<file path="src/rtl/cnn_layer_sequencer.sv">
// Layer sequencer: latches a layer command, streams weight beats into the filter FIFOs,
// buffers image beats through the PU, then runs conv/pool/FC. Optional CNN_SEQ_PERF_CNT_EN adds perf counters.
module cnn_layer_sequencer #(
    parameter int NUM_FIFOS = 32,
    parameter int EPB       = 2,
    parameter int DIM_W     = 6,
    parameter int IMG_BEATS = 68
) (
    input  logic                                 clk,
    input  logic                                 rst,
    input  logic                                 start_i,
    input  logic [2:0]                           mode_i,
    input  logic [$clog2(NUM_FIFOS+1)-1:0]       num_filt_i,
    input  logic [DIM_W-1:0]                     weight_dim_i,
    input  logic                                 w_valid_i,
    output logic                                 w_ready_o,
    output logic [NUM_FIFOS-1:0]                 weight_en_o,
    output logic [DIM_W-1:0]                     weight_dim_o,
    input  logic                                 img_valid_i,
    output logic                                 pu_en_o,
    output logic                                 conv_en_o,
    output logic                                 pool_en_o,
    output logic                                 fc_en_o,
    input  logic                                 pu_finish_i,
    input  logic                                 conv_finish_i,
    input  logic                                 pool_finish_i,
    input  logic                                 fc_finish_i,
    output logic                                 busy_o,
    output logic                                 done_o,
`ifdef CNN_SEQ_PERF_CNT_EN
    output logic [31:0]                          cycles_o,
    output logic [31:0]                          stall_cycles_o,
`endif
    output logic                                 err_o
);

    localparam int NF_W  = $clog2(NUM_FIFOS + 1);
    localparam int IMG_W = $clog2(IMG_BEATS + 1);
    localparam int BW    = DIM_W + 1;

    typedef enum logic [2:0] {
        S_IDLE,
        S_LOAD_W,
        S_LOAD_IMG,
        S_CONV,
        S_POOL,
        S_FC,
        S_DONE
    } state_t;

    state_t            state_q, state_d;
    logic [2:0]        mode_q;
    logic [NF_W-1:0]   num_filt_q;
    logic [DIM_W-1:0]  weight_dim_q;
    logic [BW-1:0]     beat_cnt_q;
    logic [NF_W-1:0]   filt_cnt_q;
    logic [IMG_W-1:0]  img_cnt_q;
    logic              pu_seen_q;
    logic              err_q;

    logic              is_conv_mode;
    logic              cmd_invalid;
    logic [BW-1:0]     beats_per_filt;
    logic              last_beat;
    logic              last_filt;
    logic              img_last;

    // Command validity is judged on the live inputs since it is decided in the accepting cycle.
    assign is_conv_mode = (mode_i == 3'b001) || (mode_i == 3'b010) || (mode_i == 3'b110);
    assign cmd_invalid  = (mode_i == 3'b000) || (mode_i == 3'b100) || (mode_i == 3'b101) ||
                          (is_conv_mode && ((num_filt_i == '0) ||
                                            (num_filt_i > NF_W'(NUM_FIFOS)) ||
                                            (weight_dim_i == '0)));

    assign beats_per_filt = ({1'b0, weight_dim_q} + BW'(EPB - 1)) / BW'(EPB);
    assign last_beat      = (beat_cnt_q == beats_per_filt - 1'b1);
    assign last_filt      = (filt_cnt_q == num_filt_q - 1'b1);
    assign img_last       = img_valid_i && (img_cnt_q == IMG_W'(IMG_BEATS - 1));

    always_ff @(posedge clk or posedge rst) begin
        if (rst) begin
            state_q <= S_IDLE;
        end else begin
            state_q <= state_d;
        end
    end

    always_comb begin
        state_d     = state_q;
        w_ready_o   = 1'b0;
        weight_en_o = '0;
        pu_en_o     = 1'b0;
        conv_en_o   = 1'b0;
        pool_en_o   = 1'b0;
        fc_en_o     = 1'b0;
        done_o      = 1'b0;
        case (state_q)
            S_IDLE: begin
                if (start_i) begin
                    if (cmd_invalid || (mode_i == 3'b111)) begin
                        state_d = S_DONE;
                    end else if (mode_i == 3'b011) begin
                        state_d = S_FC;
                    end else begin
                        state_d = S_LOAD_W;
                    end
                end
            end
            S_LOAD_W: begin
                w_ready_o   = 1'b1;
                weight_en_o = {{(NUM_FIFOS-1){1'b0}}, 1'b1} << filt_cnt_q;
                if (w_valid_i && last_beat && last_filt) begin
                    state_d = S_LOAD_IMG;
                end
            end
            S_LOAD_IMG: begin
                pu_en_o = 1'b1;
                if (img_last) begin
                    state_d = S_CONV;
                end
            end
            S_CONV: begin
                conv_en_o = 1'b1;
                pu_en_o   = !pu_seen_q;
                if (conv_finish_i) begin
                    state_d = (mode_q == 3'b001) ? S_DONE : S_POOL;
                end
            end
            S_POOL: begin
                pool_en_o = 1'b1;
                if (pool_finish_i) begin
                    state_d = (mode_q == 3'b010) ? S_DONE : S_FC;
                end
            end
            S_FC: begin
                fc_en_o = 1'b1;
                if (fc_finish_i) begin
                    state_d = S_DONE;
                end
            end
            S_DONE: begin
                done_o  = 1'b1;
                state_d = S_IDLE;
            end
            default: state_d = S_IDLE;
        endcase
    end

    assign busy_o       = (state_q != S_IDLE);
    assign weight_dim_o = weight_dim_q;
    assign err_o        = err_q;

    // Command latches, beat/filter/image counters and the sticky PU-finished flag.
    always_ff @(posedge clk or posedge rst) begin
        if (rst) begin
            mode_q       <= '0;
            num_filt_q   <= '0;
            weight_dim_q <= '0;
            beat_cnt_q   <= '0;
            filt_cnt_q   <= '0;
            img_cnt_q    <= '0;
            pu_seen_q    <= 1'b0;
            err_q        <= 1'b0;
        end else begin
            case (state_q)
                S_IDLE: begin
                    if (start_i) begin
                        mode_q       <= mode_i;
                        num_filt_q   <= num_filt_i;
                        weight_dim_q <= weight_dim_i;
                        beat_cnt_q   <= '0;
                        filt_cnt_q   <= '0;
                        img_cnt_q    <= '0;
                        pu_seen_q    <= 1'b0;
                        err_q        <= cmd_invalid;
                    end
                end
                S_LOAD_W: begin
                    if (w_valid_i) begin
                        if (last_beat) begin
                            beat_cnt_q <= '0;
                            filt_cnt_q <= filt_cnt_q + 1'b1;
                        end else begin
                            beat_cnt_q <= beat_cnt_q + 1'b1;
                        end
                    end
                end
                S_LOAD_IMG: begin
                    if (img_valid_i) begin
                        img_cnt_q <= img_cnt_q + 1'b1;
                    end
                    if (pu_finish_i) begin
                        pu_seen_q <= 1'b1;
                    end
                end
                S_CONV: begin
                    if (pu_finish_i) begin
                        pu_seen_q <= 1'b1;
                    end
                end
                default: ;
            endcase
        end
    end

`ifdef CNN_SEQ_PERF_CNT_EN
    // Saturating performance counters, restarted by each accepted command.
    always_ff @(posedge clk or posedge rst) begin
        if (rst) begin
            cycles_o       <= '0;
            stall_cycles_o <= '0;
        end else if ((state_q == S_IDLE) && start_i) begin
            cycles_o       <= '0;
            stall_cycles_o <= '0;
        end else begin
            if ((state_q != S_IDLE) && (cycles_o != '1)) begin
                cycles_o <= cycles_o + 1'b1;
            end
            if ((state_q == S_LOAD_W) && !w_valid_i && (stall_cycles_o != '1)) begin
                stall_cycles_o <= stall_cycles_o + 1'b1;
            end
        end
    end
`endif

endmodule

</file>
<file path="config.mk">
export PLATFORM = sky130hd
export DESIGN_NAME = cnn_layer_sequencer
export DESIGN_NICKNAME = d
export VERILOG_FILES = /design/src/rtl/cnn_layer_sequencer.sv
export SDC_FILE = /design/constraint.sdc
export NUM_CORES = 1
export LEC_CHECK = 0
export CORE_MARGIN = 2
export CORE_UTILIZATION = 50
export DETAILED_ROUTE_END_ITERATION = 10
export PLACE_DENSITY = 0.8
export SYNTH_ARGS = -nofsm -noshare
export SYNTH_HDL_FRONTEND = slang
export SYNTH_SLANG_ARGS = --single-unit
</file>
<file path="constraint.sdc">
create_clock -name clk -period 3.25 [get_ports clk]
set_input_delay 0.65 -clock clk [delete_from_list [all_inputs] [get_ports clk]]
set_output_delay 0.65 -clock clk [all_outputs]
set_load 0.02 [all_outputs]
</file>
==> impl.org <==
** Run status
- The flow ran to the end, and the final reports show no timing, DRC or antenna violations.

** Drt
- In the routed design, unresolved DRC markers number 0.
- The final layout contains routed wiring with a total length of about 7.1 mm.
- Post-detailed-route count of antenna-violating nets :: 0
- Total iterations of the first detailed-routing run :: 4
- Final routed wire length divided by cell count :: roughly 14 microns
- Via Count :: around 2.8k
- The detailed router finished its first iteration with between 200 and 250 violations.
- DR vias/cell :: 5.54

** Timing
- Worst slew margin relative to its limit :: 65.2%
- In the finished design, the share of the clock period the worst path needs comes to between 90% and 100%.
- Final max-slew violation count :: 0
- Final Hold Viols :: 0
- Fmax :: around 330 MHz
- Summed over all failing endpoints, the final setup total negative slack is 0 ns.
- At the pin with the least slew margin, the transition time is 0.518 ns.
- Fin Clk Skew :: 0.00927 ns
- RSZ-0062 raised after global routing :: no
- Setup violations remaining at the end of the flow were counted as 0.
- Shortest clock period the worst path allows after layout :: ~3.0 ns
- Min Hold Slack :: just over 0.5 ns

** Job
- Number of max-cap violations :: 0

** Clock tree
- For this design, the CTS-stage hold fixing added 0 buffers.
- Reg clk slew, reported paths :: 0.09 ns
- Level count of the clock H-tree :: 2
- Clock tree synthesis found a total of 40 sinks.
- TritonCTS built the clock tree.
- # Post-CTS Setup Buffers :: 0
- Counting along the longest clock path gives a buffer depth of 2.
- Insertion delay of the later-clocked pin in the worst-skew pair :: about 0.30 ns
- Count of cells resized by post-cts repair :: 0
- Clock tree root driver cell :: sky130_fd_sc_hd__clkbuf_8
- Counting the buffers created by CTS gives 5.

** Setup path
- The setup check on the worst reg-to-reg path leaves a slack of between 0.2 and 0.25 ns.
- Endpoint kind of the worst setup timing path :: primary output
- Worst Reg2Reg Path Length in Cells :: 9
- On the critical path the largest part of the delay comes from simple AND/OR/NAND/NOR gates.
- Combined buffer and inverter count along the critical path :: 1
- For this design, the slowest cell found on the critical path is sky130_fd_sc_hd__clkdlybuf4s50_1.
- Traced cell by cell, the critical path runs through nor2_1 -> nand2_1 -> nor3_1 -> nand2_1 -> nor2_1 -> clkdlybuf4s50_1.
- Delay contributed by the slowest stage of the critical path :: approximately 0.62 ns
- Required time worst endpoint :: 2.60 ns
- Along the worst path, the maximum fanout reaches 13.
- The critical path crosses 6 cells after its start point.
- The startpoint identified for the worst register-to-register timing path is weight_dim_o[0].
- The worst setup path is of the register to primary output kind.
- Arr. time, crit path :: 2.39 ns
- Kind of launch point of the worst setup path :: register
- The worst register-to-register path ends at filt_cnt_q[0].

** Synthesis
- Post-Syn Area per Cell :: approximately 8.0 sq um
- After synthesis, the share of cell area in mux cells is around 3.2%.
- Net count after synthesis :: 401
- By area, the combinational part of the netlist is dominated by simple AND/OR/NAND/NOR gates.
- In the synthesized netlist, the number of instances is 366.
- By area the synthesized netlist is led by sky130_fd_sc_hd__dfrtp_1, sky130_fd_sc_hd__nand2_1, sky130_fd_sc_hd__nor2_1, sky130_fd_sc_hd__ha_1, sky130_fd_sc_hd__xnor2_1.
- Number of register bits inferred by synthesis :: 40
- Yosys Warn Count :: 0
- After synthesis, the netlist uses 57 different library cells.
- Adder and majority gate portion of the synthesized area :: roughly 4.7%
- In this run, synthesis inferred 0 flip-flops with an integrated enable.
- Post-Synth XOR/XNOR Area :: 6.56%
- Simple-gate portion of the synthesized area :: 31.2%
- Synth area leader :: sky130_fd_sc_hd__dfrtp_1
- For this run, the register share of the synthesized area comes to 34.1%.
- Among all flip-flop cells after synthesis, the most frequent one is sky130_fd_sc_hd__dfrtp_1.
- The top cell type by area accounts for between 30% and 40% of the synthesized area.
- Netlist Area Pre-Place :: 2940 sq um
- Of all flip-flops after synthesis, the portion carrying an async set or reset was 100%.
- Summing the areas of all compound-gate instances in the mapped netlist gives approximately 16% of the synthesized area.

** Layout
- Layout Cells excl Fill :: 508
- The repair_antennas step left the layout with diodes totalling 0.
- Final net count :: 470
- Utilization of the core after routing :: 68.2%
- The post-route netlist has between 8 and 9% of its cells at a drive strength greater than 1.
- Most common cell after layout, fill and taps aside :: sky130_fd_sc_hd__nand2_1
- In the layout the commonest cells are sky130_fd_sc_hd__nand2_1, sky130_fd_sc_hd__clkdlybuf4s50_1, sky130_fd_sc_hd__nor2_1, sky130_fd_sc_hd__dfrtp_1, sky130_fd_sc_hd__inv_1.
- From synthesis to final layout, the design area changed by 29.5%.

** Floorplan
- The die covers 6500 sq um.
- The initialized floorplan defines 27 standard-cell rows.
- Floorplan die height :: about 80 microns
- Die extent in x :: about 80 microns
- Initial core utilization :: a little over half
- In this run the count of I/O pins placed on the die edge is 70.
- The floorplan step defined a core boundary enclosing roughly 5600 sq um.

** Placement
- Buffers added on ports :: about 70
- Cell count after placement :: 500
- The congestion estimate from routability-driven global placement came to slightly below 0.9.
- Detailed-placement wirelength estimate :: between 5 and 6 mm

** Power
- Power Dens Cells :: between 200 and 300 nW/um^2
- Worst-case vdd ir drop :: between 0.0002 and 0.00025 V
- Power consumption :: 0.00101 W
- Summed over all cells, the static leakage comes to approximately 1.6 nW.

** Worst hold path
- Along the worst hold path, the cell count comes to 2.
- Min-delay worst type :: register to register
- The path with the worst hold slack has its endpoint at err_o.
- The startpoint identified for the worst hold timing path is err_o.

** Global route
- Via count of the first global-routing pass :: between 2k and 3k
- The total overflow left after global routing is 0.
- The number of antenna violations at the first check in global routing was 0.
- In the global route stage, overall resource usage came out at 23.3%.
- The first global-routing pass estimated around 12 mm of wire.
- Pin count of the biggest net entering global routing :: 41
## synthesized netlist by cell type, types with 2 or more instances
library cell / instances
sky130_fd_sc_hd__mux2_2: 4
sky130_fd_sc_hd__mux2i_1: 5
sky130_fd_sc_hd__o21ai_0: 14
sky130_fd_sc_hd__a31oi_1: 3
sky130_fd_sc_hd__a21o_2: 2
sky130_fd_sc_hd__xnor2_1: 11
sky130_fd_sc_hd__ha_1: 11
sky130_fd_sc_hd__buf_4: 2
sky130_fd_sc_hd__inv_1: 17
sky130_fd_sc_hd__nand4_1: 6
sky130_fd_sc_hd__nor2b_1: 8
sky130_fd_sc_hd__o31ai_1: 4
sky130_fd_sc_hd__or3_1: 5
sky130_fd_sc_hd__nand2b_1: 7
sky130_fd_sc_hd__a2111oi_2: 2
sky130_fd_sc_hd__or4_1: 2
sky130_fd_sc_hd__nor2_2: 2
sky130_fd_sc_hd__a211o_1: 2
sky130_fd_sc_hd__nor4_1: 4
sky130_fd_sc_hd__xor2_1: 11
sky130_fd_sc_hd__dfrtp_1: 40
sky130_fd_sc_hd__a21oi_1: 10
sky130_fd_sc_hd__nand2_1: 77
sky130_fd_sc_hd__nor3_1: 10
sky130_fd_sc_hd__clkbuf_1: 11
sky130_fd_sc_hd__a22o_2: 2
sky130_fd_sc_hd__and2_1: 4
sky130_fd_sc_hd__nand3_1: 9
sky130_fd_sc_hd__a22o_1: 4
sky130_fd_sc_hd__nor2_1: 47
sky130_fd_sc_hd__o22ai_1: 2
sky130_fd_sc_hd__and3_1: 3
## through the flow
step | area, sq um | setup slack, ns
global placement | 3710 | 0.318
floorplan | 2940 | 0.454
global route | 3800 | 0.00807
CTS | 3800 | 0.178
detailed placement | 3710 | 0.205
finish | 3800 | 0.208
## cells by family (layout without fill, tap and decap cells)
family / count (synthesis) / in the layout
simple gates: 193 / 193
fa+ha+maj: 11 / 11
compound gates: 61 / 61
mux: 9 / 9
xor+xnor: 22 / 22
buf+inv: 30 / 100
flops: 40 / 40
## area by class of cell
| cell class | count | area (sq um) |
|---|---|---|
| clock inverters | 3 | 23.8 |
| multi-input cells | 296 | 1820 |
| inverters | 17 | 63.8 |
| clock buffers | 5 | 68.8 |
| fillers | 485 | 1770 |
| flip-flops and latches | 40 | 1000 |
| repair buffers | 75 | 736 |
| well taps | 72 | 90.1 |
## layer usage
| metal | vias to the layer above | wire [microns] | GRT usage, % | share of wire [%] |
|---|---|---|---|---|
| met5 | - | 0 | 0 | 0 |
| met4 | 0 | 25 | 5.25 | 0.35 |
| met3 | 4 | 372 | 3.26 | 5.2 |
| met2 | 75 | 3440 | 39.9 | 48 |
| met1 | 1331 | 3260 | 31.1 | 46 |
| li1 | 1403 | - | - | - |
## power breakdown
| group | total, W | internal (W) | switching, W |
|---|---|---|---|
| Combinational | 0.000126 | 0.0000726 | 0.0000537 |
| Clock | 0.000336 | 0.000152 | 0.000184 |
| Sequential | 0.000543 | 0.000516 | 0.0000278 |
| Total | 0.00101 | 0.000740 | 0.000265 |
## worst register-to-register path: cells and delay by family (launching register included)
family	cells	cell delay (ns)
AO/OA/AOI/OAI	5	1.48
AND/OR/NAND/NOR	2	0.33
flip-flops	1	0.44
multiplexers	1	0.27
adder cells (fa/ha/maj)	1	0.37
## state kept, by name (all words and copies together) (netlist names)
register,cells
filt_cnt_q,6
pu_seen_q,1
num_filt_q,6
err_o,1
weight_dim_o,6
mode_q,3
img_cnt_q,7
state_q,3
beat_cnt_q,7
## worst max-delay path by stage
stage / from / end
after CTS: weight_dim_o[0] / filt_cnt_q[0]
after floorplan: weight_dim_o[0] / filt_cnt_q[0]
after global routing: state_q[2] / weight_en_o[4]
after global placement: num_filt_i[1] / state_q[1]
after detailed placement: weight_dim_o[0] / filt_cnt_q[0]
final: state_q[2] / weight_en_o[4]
Power figures use the tool's default switching activity.
